===== config.mk =====
export PLATFORM = sky130hd
export DESIGN_NAME = apb_master_bridge
export DESIGN_NICKNAME = d
export VERILOG_FILES = /design/src/rtl/apb_pkg.sv /design/src/rtl/apb_master_bridge.sv
export SDC_FILE = /design/constraint.sdc
export NUM_CORES = 1
export LEC_CHECK = 0
export BUFFER_PORTS_ARGS = -buffer_cell sky130_fd_sc_hd__buf_2
export CAP_MARGIN = 25
export CELL_PAD_IN_SITES_DETAIL_PLACEMENT = 1
export CELL_PAD_IN_SITES_GLOBAL_PLACEMENT = 2
export CORE_MARGIN = 2
export CORE_UTILIZATION = 32
export CTS_BUF_LIST = sky130_fd_sc_hd__clkbuf_2
export DETAILED_ROUTE_END_ITERATION = 8
export PLACE_DENSITY = 0.93
export SLEW_MARGIN = 20
export SYNTH_ARGS = -nofsm -noshare
export SYNTH_HDL_FRONTEND = slang
export SYNTH_SLANG_ARGS = --single-unit

===== constraint.sdc =====
create_clock -name clk_i -period 8.3 [get_ports clk_i]
set_input_delay 1.66 -clock clk_i [delete_from_list [all_inputs] [get_ports clk_i]]
set_output_delay 1.66 -clock clk_i [all_outputs]
set_load 0.03 [all_outputs]

===== src/rtl/apb_pkg.sv =====
// Shared APB definitions: bridge state encoding, data width, PWM controller
// register map and the read pattern the PWM controller returns on a bad index.
package apb_pkg;

  localparam int APB_DATA_W = 32;

  typedef enum logic [1:0] {
    ST_IDLE   = 2'd0,
    ST_SETUP  = 2'd1,
    ST_ACCESS = 2'd2,
    ST_RESP   = 2'd3
  } apb_state_e;

  // PWM controller register offsets (word aligned, 6-bit address space)
  localparam logic [5:0] PWM_CTRL_STATUS    = 6'h00;
  localparam logic [5:0] PWM_T1_DUTY        = 6'h04;
  localparam logic [5:0] PWM_T1_PULSE_COUNT = 6'h08;
  localparam logic [5:0] PWM_T2_DUTY        = 6'h0C;
  localparam logic [5:0] PWM_T2_PULSE_COUNT = 6'h10;
  localparam logic [5:0] PWM_T3_DUTY        = 6'h14;
  localparam logic [5:0] PWM_T3_PULSE_COUNT = 6'h18;
  localparam int         PWM_NUM_REGS       = 7;

  localparam logic [APB_DATA_W-1:0] ERR_RDATA = 32'hDEADBEEF;

  function automatic logic addr_aligned(input logic [1:0] lsbs);
    return lsbs == 2'b00;
  endfunction

endpackage


===== src/rtl/apb_master_bridge.sv =====
// Request/response stream to APB3 initiator: one outstanding transfer,
// ACCESS-phase timeout and local rejection of unaligned addresses.
module apb_master_bridge
  import apb_pkg::*;
#(
  parameter int ADDR_W  = 6,
  parameter int DATA_W  = APB_DATA_W,
  parameter int TIMEOUT = 16
) (
  input  logic              clk_i,
  input  logic              rst_i,
  // Handshakes: a beat transfers on the rising edge where valid and ready are
  // both high; valid never waits on ready, and payload is held while valid.
  input  logic              req_valid_i,
  output logic              req_ready_o,
  input  logic              req_write_i,
  input  logic [ADDR_W-1:0] req_addr_i,
  input  logic [DATA_W-1:0] req_wdata_i,
  output logic              rsp_valid_o,
  input  logic              rsp_ready_i,
  output logic [DATA_W-1:0] rsp_rdata_o,
  output logic              rsp_err_o,
  output logic              rsp_timeout_o,
  output logic              psel_o,
  output logic              penable_o,
  output logic              pwrite_o,
  output logic [ADDR_W-1:0] paddr_o,
  output logic [DATA_W-1:0] pwdata_o,
  input  logic [DATA_W-1:0] prdata_i,
  input  logic              pready_i,
  input  logic              pslverr_i,
  output logic              busy_o,
  output apb_state_e        state_o
);

  localparam int CNT_W = (TIMEOUT > 0) ? $clog2(TIMEOUT + 1) : 1;
  localparam logic [CNT_W-1:0] CNT_LAST = CNT_W'((TIMEOUT > 0) ? TIMEOUT - 1 : 0);

  apb_state_e       state;
  logic [CNT_W-1:0] tmo_cnt;
  logic             req_hs;
  logic             expired;

  // Ready is gated by reset so it reads 0 while rst_i is held and 1 as soon
  // as it is released, without waiting for a clock edge.
  assign req_ready_o = (state == ST_IDLE) && !rst_i;
  assign req_hs      = req_valid_i && req_ready_o;
  assign expired     = (TIMEOUT > 0) && (tmo_cnt == CNT_LAST);
  assign busy_o      = (state != ST_IDLE);
  assign state_o     = state;

  always_ff @(posedge clk_i or posedge rst_i) begin
    if (rst_i) begin
      state         <= ST_IDLE;
      tmo_cnt       <= '0;
      psel_o        <= 1'b0;
      penable_o     <= 1'b0;
      pwrite_o      <= 1'b0;
      paddr_o       <= '0;
      pwdata_o      <= '0;
      rsp_valid_o   <= 1'b0;
      rsp_rdata_o   <= '0;
      rsp_err_o     <= 1'b0;
      rsp_timeout_o <= 1'b0;
    end else begin
      case (state)
        ST_IDLE: begin
          if (req_hs) begin
            if (!addr_aligned(req_addr_i[1:0])) begin
              state         <= ST_RESP;
              rsp_valid_o   <= 1'b1;
              rsp_err_o     <= 1'b1;
              rsp_timeout_o <= 1'b0;
              rsp_rdata_o   <= '0;
            end else begin
              state    <= ST_SETUP;
              tmo_cnt  <= '0;
              psel_o   <= 1'b1;
              pwrite_o <= req_write_i;
              paddr_o  <= req_addr_i;
              pwdata_o <= req_write_i ? req_wdata_i : '0;
            end
          end
        end
        ST_SETUP: begin
          state     <= ST_ACCESS;
          penable_o <= 1'b1;
        end
        ST_ACCESS: begin
          // pready beats an expiry landing in the same cycle
          if (pready_i) begin
            state         <= ST_RESP;
            psel_o        <= 1'b0;
            penable_o     <= 1'b0;
            rsp_valid_o   <= 1'b1;
            rsp_err_o     <= pslverr_i;
            rsp_timeout_o <= 1'b0;
            rsp_rdata_o   <= pwrite_o ? '0 : prdata_i;
          end else if (expired) begin
            state         <= ST_RESP;
            psel_o        <= 1'b0;
            penable_o     <= 1'b0;
            rsp_valid_o   <= 1'b1;
            rsp_err_o     <= 1'b1;
            rsp_timeout_o <= 1'b1;
            rsp_rdata_o   <= '0;
          end else begin
            tmo_cnt <= tmo_cnt + CNT_W'(1);
          end
        end
        ST_RESP: begin
          if (rsp_ready_i) begin
            state       <= ST_IDLE;
            rsp_valid_o <= 1'b0;
          end
        end
        default: state <= ST_IDLE;
      endcase
    end
  end

endmodule


# Word level (Yosys, flattened, before mapping)
# Index checks and enable logic that the tools add are counted.
# word_totals
reg_bits,83
input_bits,77
out_inout_bits,80
# op_classes
addsub,1
n_eq_ne,11
n_mux,36
n_reduce_logical,16
# op_table
cell,count
$mux 32,6
$pmux 32 s2,1
$mux 5,4
$mux 1,13
$mux 2,5
$ne 2x2->1 const B,5
$pmux 5 s2,1
$reduce_and 5->1,2
$pmux 1 s2,4
$pmux 2 s4,1
$reduce_and 4->1,2
$reduce_and 3->1,2
$reduce_bool 2->1,3
$add 5x1->5 const B,1
$eq 5x4->1 const B,1
$eq 2x2->1 const B,2
$logic_not 2->1,2
$ne 3x3->1 const B,1
$pmux 1 s3,1
$reduce_bool 3->1,1
$eq 2x1->1 const B,1
$logic_and 1x1->1,2
$ne 2x1->1 const B,1
$reduce_and 2->1,1
$logic_not 1->1,1

# Logic depth before layout (Yosys ltp)
# logic_depth
word_depth,5
ltp_mapped,8

# Worst setup path after synthesis
# No wires, ideal clock.
# synth_timing
path_type,input to register
from,in rst_i
to,reg paddr_o[0]
t_arrival_ns,4.359
required_time_ns,8.181
setup_slack_ns,3.822
path_stages,5
cell_sequence,inv_1 > nand3_1 > buf_2 > buf_2 > and2_1
# synth_via
elab_chain_cells,4
# synth_lines
element,line_no,source
start: declaration,apb_master_bridge.sv:11,"input logic rst_i,"
$logic_not 1->1 (no source line),-,
$logic_and 1x1->1,apb_master_bridge.sv:46,assign req_ready_o = (state == ST_IDLE) && !rst_i;
$logic_and 1x1->1,apb_master_bridge.sv:47,assign req_hs = req_valid_i && req_ready_o;
$reduce_and 3->1 (no source line),-,
end signal: assignment,apb_master_bridge.sv:80,paddr_o <= req_addr_i;
end: declaration,apb_master_bridge.sv:27,"output logic [ADDR_W-1:0] paddr_o,"
# Every way passes these cells.
# A chain may end at the register's enable or synchronous reset.

# Worst setup path after layout
# layout_timing
from,in rst_i
to,out req_ready_o
# layout_via
elab_chain_cells,2
# layout_lines
element,line_no,source
$logic_not 1->1 (no source line),-,
$logic_and 1x1->1,apb_master_bridge.sv:46,
end: declaration,apb_master_bridge.sv:15,"output logic req_ready_o,"
# Every way passes these cells.

==> results.sh <==
export IMPL_synth_area_leaders="dfrtp_1 (53%), mux2i_1 (17%), inv_1 (7.1%), nand2_1 (6.5%), ha_1 (2.3%)"
export IMPL_fin_nets=608
export IMPL_post_route_cells_drive_above_1_share_pct=35.2
export IMPL_initial_core_util_pct=32.5
export IMPL_synthToLayoutAreaGrowth_pct=25.3
export IMPL_worst_setup_path_type="primary input to output port"
export IMPL_clock_path_buffers=2
export IMPL_min_period_over_period_pct=44.8
export IMPL_synthCells=371
export IMPL_avgSynthCellArea_sq_um=10.5
export IMPL_max_slew_worst_pin_slew_ns=0.623
export IMPL_async_flop_share_pct=100
export IMPL_track_usage_pct=15.2
export IMPL_cts_sinks=83
export IMPL_ys_seq_elements=83
export IMPL_ys_types=35
export IMPL_cts_hold_buf=0
export IMPL_critPathRequiredTime_ns=6.64
export IMPL_drc_errors=0
export IMPL_final_cell_mix="buf_2 (156), dfrtp_1 (83), inv_1 (73)"
export IMPL_cts_root_buffer="clkbuf_2"
export IMPL_holdCritPathClass="register to register"
export IMPL_antenna_found_initial=0
export IMPL_first_pass_iters=4
export IMPL_synth_top_area_share_pct=53.4
export IMPL_tritoncts="done"
export IMPL_yosys_area_top_type="dfrtp_1"
export IMPL_outcome="completed"
export IMPL_path_max_fanout=5
export IMPL_setup_violations=0
export IMPL_die_area_sq_um=13100
export IMPL_synth_edf_count=0
export IMPL_fin_crit_ns=3.72
export IMPL_grt_pass1_wl_um=15900
export IMPL_viasPerCell=4.58
export IMPL_syn_area_sq_um=3890
export IMPL_synthFlopType="dfrtp_1"
export IMPL_syn_num_nets=455
export IMPL_rsz0062_at_grt="no"
export IMPL_slew_violations=0
export IMPL_final_hold_viol_count=0
export IMPL_gp_routability_congestion=0.786
export IMPL_ant_nets=0
export IMPL_cts_resized=0
export IMPL_multi_input_area_sq_um=1440
export IMPL_power_leakage_nw=2.83
export IMPL_die_h_um=114
export IMPL_diodes=0
export IMPL_fmax_mhz=269
export IMPL_critPathArrivalTime_ns=2.06
export IMPL_vdd_drop_max_mv=0.168
export IMPL_skew_ns=0.00976
export IMPL_grt_pass1_vias=3311
export IMPL_core_sq_um=12000
export IMPL_portBuffers=156
export IMPL_max_cap_violations=0
export IMPL_p_total_mw=1.88
export IMPL_hpwl_um=7190
export IMPL_rows=40
export IMPL_start_kind="primary input"
export IMPL_routed_wl_um=9690
export IMPL_io_pins=157
export IMPL_clk_latency_ns=0.49
export IMPL_finalSetupTns_ns=0
export IMPL_timing_hold_ws_ns=0.522
export IMPL_power_density_nw_per_um2=386
export IMPL_post_cts_buffers=0
export IMPL_regArea_sq_um=2080
export IMPL_grt_ovfl_total=0
export IMPL_chipWidth_um=114
export IMPL_numCtsBuffers=9
export IMPL_via_count=3078
export IMPL_mostFrequentLayoutCell="buf_2"
export IMPL_path_clk_slew_ns=0.20
export IMPL_crit_path_end_kind="output port"
export IMPL_ys_warn_count=0
export IMPL_grt_max_degree=55
export IMPL_fillerInstances=1402
export IMPL_drt_iter0_drc=74
export IMPL_ys_seq_area_share_pct=53.4
export IMPL_slew_headroom_pct=58.5
export IMPL_htree_levels=3
export IMPL_wire_per_inst_um=14.4
## power breakdown
group          internal, mW  switching [mW]  leakage [nW]
clock network        0.0354           0.129        0.0496
registers             0.580           0.106          1.03
logic                 0.340           0.691          1.75
## critical path: stages
cell	delay, ns
buf_2	0.13
nor2_1	0.07
buf_2	0.20
## metal layers
layer | GRT usage, % | vias to the layer above | wire length, um
li1 | - | 1471 | -
met1 | 19.1 | 1515 | 4170
met2 | 26.6 | 85 | 4970
met3 | 3.44 | 7 | 481
met4 | 3.90 | 0 | 63
met5 | 0 | - | 0
## flip-flops by register name (all words and copies together) (netlist names)
signal,flops
penable_o,1
psel_o,1
pwdata_o,32
rsp_timeout_o,1
rsp_rdata_o,32
rsp_valid_o,1
rsp_err_o,1
pwrite_o,1
tmo_cnt,5
paddr_o,6
state_o,2
## stage by stage
stage / instances / setup slack, ns / area [sq um] / utilization, %
6_report: 672 / 4.58 / 4870 / 40.8
3_3_place_gp: 659 / 4.58 / 4790 / 40.0
4_1_cts: 672 / 4.53 / 4870 / 40.8
2_1_floorplan: 371 / 3.82 / 3890 / -
5_1_grt: 672 / 4.38 / 4870 / 40.8
3_5_place_dp: 660 / 4.57 / 4810 / 40.3
## synthesized netlist by cell type (2+ instances only)
cell,instances
buf_6,3
clkbuf_1,9
a21o_1,2
nor2b_1,2
mux2_1,2
mux2i_1,67
nor3b_2,2
nand2b_1,3
a221oi_1,3
ha_1,7
buf_1,2
and2_1,3
mux2_2,6
nand2_1,67
o21ai_0,8
and3_1,3
nand3_1,2
inv_1,74
buf_2,3
nor2_1,6
dfrtp_1,83
## area by class of cell
class	instances	share of cell area [%]
flip-flops and latches	83	42.6
multi-input cells	196	29.6
repair buffers	160	17.0
inverters	74	5.72
well taps	147	3.77
clock buffers	11	1.13
clock inverters	1	0.103
## final timing paths
| check | start | endpoint | slack [ns] | depth (start not counted) |
|---|---|---|---|---|
| worst max register to register | state_o[0] | rsp_err_o | 5.76 | 6 |
| worst max-delay path | rst_i | req_ready_o | 4.58 | 3 |
| max in group asynchronous | rst_i | pwdata_o[25] | 6.44 | 4 |
| min in group asynchronous | rst_i | rsp_valid_o | 1.24 | 3 |
| worst min-delay path | paddr_o[1] | paddr_o[1] | 0.52 | 1 |
| worst min register to register | paddr_o[1] | paddr_o[1] | 0.52 | 1 |
## logic make-up after synthesis
kind of cell | Yosys count | synth area share (%)
AO/OA/AOI/OAI | 20 | 4.18
buffers and inverters | 92 | 9.65
multiplexers | 75 | 19.6
AND/OR/NAND/NOR | 94 | 11.0
flip-flops | 83 | 53.4
adder cells (fa/ha/maj) | 7 | 2.25
No activity file was read; power rests on OpenSTA's default activity.
